$ cat src/rtl/point_plotter_pkg.sv
// Shared types and default widths for the point plotter.
// Holds the FSM state encoding and coordinate/colour defaults.
package point_plotter_pkg;

  typedef enum logic [1:0] {
    IDLE = 2'd0,
    EMIT = 2'd1,
    DONE = 2'd2
  } state_t;

  localparam int DEF_X_WIDTH     = 8;
  localparam int DEF_Y_WIDTH     = 7;
  localparam int DEF_COLOR_DEPTH = 1;

endpackage

$ cat src/rtl/point_plotter.sv
// Scans a snapshot of point slots and emits one pixel per valid slot.
// Ports: clock/resetn, start/erase, per-slot valid/xs/ys/colors,
// plot_ready handshake, registered x/y/color/plot, busy, done.
module point_plotter
  import point_plotter_pkg::*;
#(
  parameter int NUM_POINTS  = 8,
  parameter int X_WIDTH     = DEF_X_WIDTH,
  parameter int Y_WIDTH     = DEF_Y_WIDTH,
  parameter int COLOR_DEPTH = DEF_COLOR_DEPTH,
  parameter logic [3*COLOR_DEPTH-1:0] BG_COLOR = '0
) (
  input  logic                                clock,
  input  logic                                resetn,
  input  logic                                start,
  input  logic                                erase,
  input  logic [NUM_POINTS-1:0]               point_valid,
  input  logic [NUM_POINTS*X_WIDTH-1:0]       xs,
  input  logic [NUM_POINTS*Y_WIDTH-1:0]       ys,
  input  logic [NUM_POINTS*3*COLOR_DEPTH-1:0] colors,
  input  logic                                plot_ready,
  output logic [X_WIDTH-1:0]                  x,
  output logic [Y_WIDTH-1:0]                  y,
  output logic [3*COLOR_DEPTH-1:0]            color,
  output logic                                plot,
  output logic                                busy,
  output logic                                done
);

  localparam int CW = 3 * COLOR_DEPTH;
  localparam int IW =
    (NUM_POINTS > 1) ? $clog2(NUM_POINTS) : 1;
  localparam logic [IW-1:0] LAST = IW'(NUM_POINTS - 1);

  state_t                         state;
  logic [IW-1:0]                  idx;
  logic [NUM_POINTS-1:0]          valid_snap;
  logic [NUM_POINTS*X_WIDTH-1:0]  xs_snap;
  logic [NUM_POINTS*Y_WIDTH-1:0]  ys_snap;
  logic [NUM_POINTS*CW-1:0]       colors_snap;
  logic                           erase_snap;

  logic [IW-1:0] nidx;
  logic          adv;

  // nidx is only consumed when idx is not LAST, so no wrap is used.
  assign nidx = idx + IW'(1);
  // Invalid slots drop after one cycle; valid ones wait for ready.
  assign adv  = (state == EMIT) &&
                (!valid_snap[idx] || plot_ready);
  assign busy = (state != IDLE);

  always_ff @(posedge clock) begin
    if (!resetn) begin
      state       <= IDLE;
      idx         <= '0;
      valid_snap  <= '0;
      xs_snap     <= '0;
      ys_snap     <= '0;
      colors_snap <= '0;
      erase_snap  <= 1'b0;
      x           <= '0;
      y           <= '0;
      color       <= '0;
      plot        <= 1'b0;
      done        <= 1'b0;
    end else begin
      unique case (state)
        IDLE: begin
          if (start) begin
            valid_snap  <= point_valid;
            xs_snap     <= xs;
            ys_snap     <= ys;
            colors_snap <= colors;
            erase_snap  <= erase;
            idx         <= '0;
            state       <= EMIT;
            // Slot 0 goes out on the start edge itself.
            plot        <= point_valid[0];
            if (point_valid[0]) begin
              x     <= xs[X_WIDTH-1:0];
              y     <= ys[Y_WIDTH-1:0];
              color <= erase ? BG_COLOR : colors[CW-1:0];
            end
          end
        end
        EMIT: begin
          if (adv) begin
            if (idx == LAST) begin
              state <= DONE;
              plot  <= 1'b0;
              done  <= 1'b1;
            end else begin
              idx  <= nidx;
              plot <= valid_snap[nidx];
              if (valid_snap[nidx]) begin
                x     <= xs_snap[nidx*X_WIDTH +: X_WIDTH];
                y     <= ys_snap[nidx*Y_WIDTH +: Y_WIDTH];
                color <= erase_snap ? BG_COLOR :
                         colors_snap[nidx*CW +: CW];
              end
            end
          end
        end
        DONE: begin
          done  <= 1'b0;
          state <= IDLE;
        end
        default: state <= IDLE;
      endcase
    end
  end

endmodule

$ cat config.mk
export PLATFORM = sky130hd
export DESIGN_NAME = point_plotter
export DESIGN_NICKNAME = d
export VERILOG_FILES = /design/src/rtl/point_plotter_pkg.sv /design/src/rtl/point_plotter.sv
export SDC_FILE = /design/constraint.sdc
export NUM_CORES = 1
export LEC_CHECK = 0
export ABC_AREA = 1
export CAP_MARGIN = 40
export CORE_MARGIN = 4
export CORE_UTILIZATION = 51
export DETAILED_ROUTE_END_ITERATION = 8
export GPL_ROUTABILITY_DRIVEN = 0
export PLACE_DENSITY_LB_ADDON = 0.2
export SYNTH_ARGS = -nofsm -noshare
export SYNTH_HDL_FRONTEND = slang
export SYNTH_SLANG_ARGS = --single-unit
$ cat constraint.sdc
create_clock -name clock -period 2.6 [get_ports clock]
set_input_delay 0.52 -clock clock [delete_from_list [all_inputs] [get_ports clock]]
set_output_delay 0.52 -clock clock [all_outputs]
set_load 0.005 [all_outputs]
==> impl_metrics.csv, run 1 <==
group,metric,value,unit
timing,hold_viol_final,0,
yosys,synthFlopType,"dfxtp_1",
timing,max-slew-margin-rel,62.5,%
worst_setup_path,worstPathRequired,2.93,ns
global_routing,grt_pass1_wl,38.0,mm
yosys,yosysSeqAreaShare,45.0,%
worst_setup_path,start_kind,"flip-flop",
finish,nets,1434,
worst_setup_path,worstSetupEndpointType,"flip-flop",
yosys,yosysMostFrequentCell,"nor2_1",
global_routing,antenna_found_initial,1,
pwr,power.density,696,nW/um^2
yosys,synth_largest_area_cell,"dfxtp_1",
min_path,min_path_type,"flip-flop to flip-flop",
yosys,synth.distinct_cells,24,
clocking,post-cts-setup-buffers,0,
finish,drive_gt1_share,5.75,%
pwr,leakage,4.27,nW
clocking,ctsHoldBuffers,0,
finish,final_util,67.8,%
global_routing,grt.overflow.total,0,
yosys,synth_top_family_by_area,"simple AND/OR/NAND/NOR gates",
timing,tightest_slew,0.562,ns
worst_setup_path,reg2reg_depth,9,
clocking,ctsResizeCount,0,
routing,routed_wl,23.5,mm
yosys,synth_edf_count,0,
routing,drc,0,
clocking,htree_levels,4,
global_routing,grt_pass1_vias,7558,
yosys,yosys.area_share.adder,0.316,%
floorplanning,initial_core_util,52.0,%
yosys,synthMuxAreaShare,0,%
floorplanning,die_height,133,um
finish,syn_to_final_growth,30.2,%
routing,avgViaCountPerCell,5.48,
timing,period_minus_slack,2.27,ns
yosys,syn_area,7910,sq um
floorplanning,dieWidth,133,um
routing,initialDrtViolationCount,952,
worst_setup_path,cp_max_fo,37,
timing,clock.fmax,441,MHz
floorplanning,ios,178,
timing,worst_hold_slack,0.453,ns
floorplanning,dieArea,17600,sq um
finish,fillCellCount,1340,
global_routing,grt_max_degree,146,
clocking,cts_tree,"yes",
outcome,outcome,"complete, no violations",
yosys,synth-xor-area-share,0,%
yosys,syn_avg_cell_area,6.90,sq um
clocking,insertion_delay,0.43,ns
yosys,ys_ff_latch,178,
yosys,synthTopCellsByCount,"269 x nor2_1, 210 x o21ai_0, 178 x dfxtp_1",
timing,final-max-slew-violation-count,0,
routing,postRouteAntennaNets,0,
yosys,synth-compound-area-share,20.0,%
yosys,yosysWarnings,0,
yosys,synth.area.top_cells,"dfxtp_1 45%, o21ai_0 13%, nor2_1 13%",
floorplanning,placementRows,45,
floorplanning,core,15200,sq um
clocking,clock-sinks,178,
global_routing,grt_usage,26.1,%
worst_setup_path,critPathArrivalTime,2.59,ns
timing,finalSetupViolCount,0,
job,drv_cap,0,
timing,rsz0062_at_grt,"false",
yosys,synth_top_area_share,45.0,%
timing,fin_tns_setup,0,ns
yosys,syn_nets,1306,
worst_setup_path,path_class,"flip-flop to flip-flop",
clocking,cts_buffers,17,
yosys,yosys.area_share.simple,26.6,%
place,io_buffers,177,
clocking,clock-root-buffer,"clkbuf_16",
clocking,ctsLongestPathBuffers,2,
routing,routedWlPerCell,16.0,um
yosys,synth-async-reset-ratio,0,%
place,dp_hpwl,15.3,mm
pwr,vdd_drop_max,0.000533,V
routing,via_count,8095,
clocking,clk_pin_slew,0.07,ns
timing,finClkSkew,0.00663,ns
timing,finalCritPeriodShare,87.1,%
finish,n_antenna_cell,0,
yosys,netlist_instances,1147,
routing,drtPass1Iterations,6,
min_path,worstHoldPathCells,2,
[state kept, by name (all words and copies together), names as in the netlist]
| signal | flops |
|---|---|
| y | 7 |
| state | 2 |
| idx | 3 |
| ys_snap | 56 |
| color | 3 |
| erase_snap | 1 |
| plot | 1 |
| xs_snap | 64 |
| done | 1 |
| colors_snap | 24 |
| valid_snap | 8 |
| x | 8 |
[per-stage QoR]
| step | setup WS [ns] | power (mW) | cells | cell area (sq um) |
|---|---|---|---|---|
| after floorplan | 0.789 | 4.02 | 1147 | 7910 |
| after global placement | 0.361 | 4.62 | 1443 | 9710 |
| after detailed placement | 0.280 | 4.64 | 1443 | 9710 |
| after CTS | 0.252 | 7.18 | 1475 | 10300 |
| after global routing | 0.115 | 7.50 | 1476 | 10300 |
| final | 0.335 | 7.17 | 1476 | 10300 |
[layout by cell type (no fill, tap or decap)]
cell type | synthesis | routed
o21ai_0 | 210 | 210
dfxtp_1 | 178 | 177
clkbuf_8 | 0 | 2
bufinv_16 | 0 | 2
nand2_4 | 2 | 2
nand3_1 | 96 | 96
clkdlybuf4s50_1 | 0 | 176
inv_4 | 1 | 2
o21ai_1 | 5 | 5
inv_6 | 0 | 3
ha_1 | 2 | 1
nand2_1 | 141 | 141
inv_2 | 2 | 1
a21oi_2 | 10 | 10
dfxtp_2 | 0 | 1
buf_4 | 3 | 14
nor2_1 | 269 | 269
ha_2 | 0 | 1
a21oi_1 | 83 | 83
nand3_2 | 1 | 1
clkinv_4 | 0 | 1
nand4_2 | 1 | 1
clkinvlp_4 | 0 | 3
nand4_1 | 1 | 1
nor2_4 | 0 | 1
clkinv_2 | 0 | 2
clkbuf_1 | 43 | 2
buf_12 | 0 | 6
nand2_2 | 3 | 3
inv_1 | 53 | 53
clkbuf_16 | 0 | 17
nor2_2 | 2 | 1
[where the power goes]
group | total, mW | switching [mW] | internal (mW)
combinational | 1.51 | 0.868 | 0.640
sequential | 3.10 | 0.126 | 2.97
clock | 2.57 | 1.09 | 1.47
[worst max-delay path: stages, from the launching register on]
cell,delay [ns]
dfxtp_1,0.37
ha_2,0.31
inv_1,0.39
nand3_1,0.15
nand3_1,0.12
nand4_2,0.12
nand2_4,0.38
nand3_1,0.16
nand2_1,0.10
nor2_1,0.04
[path summary, 6_finish.rpt]
path | start | endpoint | slack, ns
setup / recovery | idx[1] | x[3] | 0.33
setup reg to reg | idx[1] | x[3] | 0.33
hold / removal | ys_snap[31] | ys_snap[31] | 0.45
hold reg to reg | ys_snap[31] | ys_snap[31] | 0.45
[cell type report]
| class | count | area (sq um) | share of cell area (%) |
|---|---|---|---|
| Multi-Input combinational cell | 826 | 3710 | 36.0 |
| Sequential cell | 178 | 3560 | 34.6 |
| Timing Repair Buffer | 196 | 1990 | 19.3 |
| Clock buffer | 21 | 460 | 4.47 |
| Tap cell | 188 | 235 | 2.28 |
| Inverter | 56 | 215 | 2.09 |
| Clock inverter | 11 | 128 | 1.24 |
[kinds of logic (layout without fill, tap and decap cells)]
| kind of cell | after synthesis | in the layout |
|---|---|---|
| compound gates | 308 | 308 |
| flops | 178 | 178 |
| simple gates | 516 | 516 |
| fa+ha+maj | 2 | 2 |
| buf+inv | 143 | 284 |
[routing by layer]
layer  track usage (%)  vias up  share of wire (%)
li1                  -     3998                  -
met1              35.8     3729                 45
met2              41.3      320                 46
met3              5.10       46                6.9
met4              9.18        2                2.6
met5                 0        -              0.076
(Power assumes the default switching activity.)
==> run 2, diff against run 1 <==
--- a/config.mk
+++ b/config.mk
@@ -7,6 +7,7 @@
 export LEC_CHECK = 0
 export ABC_AREA = 1
 export CAP_MARGIN = 40
+export CORE_ASPECT_RATIO = 0.5
 export CORE_MARGIN = 4
 export CORE_UTILIZATION = 51
 export DETAILED_ROUTE_END_ITERATION = 8
==> run 2 against run 1 <==
Effect of this change:
- global-route usage up 0.97 points
- clock-buffer cell count down 2
- combinational power about the same
- critical path type unchanged
- sequential power about the same
==> impl_metrics.csv, run 2 (synthesis results as in run 1) <==
group,metric,value,unit
floorplanning,initial_core_util,53.4,%
routing,avgViaCountPerCell,5.54,
timing,clock.fmax,428,MHz
worst_setup_path,cpMostUsedCell,"nand3_1",
timing,fin_tns_setup,0,ns
worst_setup_path,rrSetupSlack,0.26,ns
clocking,clk_pin_slew,0.07,ns
finish,layout_commonest_cell,"nor2_1",
place,dp_hpwl,16.8,mm
clocking,clock-root-buffer,"clkbuf_16",
finish,nets,1430,
clocking,htree_levels,4,
clocking,ctsLongestPathBuffers,2,
pwr,leakage,4.25,nW
finish,largest_reg_flops,64,
timing,fin_ws,0.261,ns
global_routing,grt_pass1_vias,7395,
global_routing,grt_usage,27.1,%
floorplanning,placementRows,31,
routing,drc,0,
worst_setup_path,worstPathRequired,2.92,ns
finish,layout_common_cells,"269 x nor2_1, 210 x o21ai_0, 177 x dfxtp_1",
timing,finClkSkew,0.0116,ns
timing,max-slew-margin-rel,57.1,%
finish,drive_gt1_share,5.61,%
worst_setup_path,max_stage_delay,0.46,ns
outcome,outcome,"complete, no violations",
global_routing,antenna_found_initial,0,
worst_setup_path,critPathArrivalTime,2.65,ns
pwr,power.density,695,nW/um^2
pwr,power,7.13,mW
global_routing,grt_pass1_wl,38.1,mm
min_path,min_path_type,"flip-flop to flip-flop",
clocking,post-cts-setup-buffers,0,
timing,final-max-slew-violation-count,0,
timing,hold_viol_final,0,
routing,via_count,8210,
global_routing,grt_max_degree,148,
finish,n_antenna_cell,0,
finish,syn_to_final_growth,29.8,%
timing,tightest_slew,0.644,ns
job,drv_cap,0,
routing,routedWlPerCell,16.6,um
worst_setup_path,path_class,"flip-flop to flip-flop",
floorplanning,dieArea,17700,sq um
place,pre_cts_slack,0.338,ns
floorplanning,core,14800,sq um
global_routing,grt.overflow.total,0,
floorplanning,die_height,96.1,um
routing,routed_wl,24.7,mm
pwr,vdd_drop_max,0.000588,V
worst_setup_path,cp_max_fo,84,
clocking,ctsHoldBuffers,0,
finish,top_register,"xs_snap",
clocking,cts_tree,"yes",
routing,drtPass1Iterations,5,
worst_setup_path,critical-path-top-delay-family,"simple AND/OR/NAND/NOR gates",
clocking,clock-sinks,178,
timing,rsz0062_at_grt,"false",
finish,fillCellCount,1250,
timing,finalSetupViolCount,0,
routing,postRouteAntennaNets,0,
place,io_buffers,177,
timing,finalCritPeriodShare,90.0,%
worst_setup_path,critical_path.cell_chain,"buf_12 > inv_4 > nand2_1 > nand3_1 > nand3_1 > nand3_2 > nand2_2 > nand2_4 > nand3_1 > nand2_1 > nor2_1",
timing,worst_hold_slack,0.454,ns
timing,period_minus_slack,2.34,ns
floorplanning,ios,178,
worst_setup_path,worstSetupEndpointType,"flip-flop",
routing,initialDrtViolationCount,1047,
clocking,cts_buffers,17,
clocking,insertion_delay,0.43,ns
floorplanning,dieWidth,184,um
worst_setup_path,slowest_stage,"inv_4",
finish,reg_top3,"xs_snap x64, ys_snap x56, colors_snap x24",
clocking,ctsResizeCount,0,
worst_setup_path,worst-path-buf-inv,2,
worst_setup_path,start_kind,"flip-flop",
run 2: cell count changes in the layout (fill, tap and decap cells not counted), sizes merged:
| cell | change |
|---|---|
| bufinv | -2 |
| clkbuf | -2 |
| clkinv | +2 |
| buf | -4 |
| inv | +3 |
| clkinvlp | -1 |
run 2: layout make-up:
cell class / instances / area, sq um / share of cell area, %
clock buffer: 19 / 453 / 4.41
clock inverter: 13 / 118 / 1.15
inverter: 56 / 215 / 2.10
multi-input combinational: 826 / 3710 / 36.2
sequential: 178 / 3560 / 34.7
tap: 198 / 248 / 2.41
timing repair buffer: 192 / 1960 / 19.1
run 2: power breakdown:
group	switching, mW	internal [mW]	leakage [nW]	total, mW
Combinational	0.910	0.634	2.50	1.54
Sequential	0.132	2.97	1.47	3.10
Clock	1.18	1.31	0.276	2.49
run 2: tightest hold or removal path, cell delays in order (launching register included):
cell     delay [ns]
dfxtp_1        0.30
inv_1          0.06
a21oi_1        0.05
run 2: path summary, 6_finish.rpt:
| kind | end | from | depth (start not counted) |
|---|---|---|---|
| max | y[5] | idx[0] | 11 |
| min | ys_snap[33] | ys_snap[33] | 2 |
| max reg2reg | y[5] | idx[0] | 11 |
| min reg2reg | ys_snap[33] | ys_snap[33] | 2 |
run 2: stage by stage:
stage	area (sq um)	cells	utilization [%]
final	10300	1482	69.3
after detailed placement	9700	1450	65.5
after floorplan	7910	1147	-
after global routing	10300	1482	69.3
after global placement	9700	1450	65.5
after CTS	10300	1482	69.3
run 2: layer usage:
metal  vias up  GRT usage [%]  share of wire, %
met5         -              0                 0
met4         0           6.33               1.1
met3        27           6.98                11
met2       406           39.0                42
met1      3785           40.5                46
li1       3992              -                 -
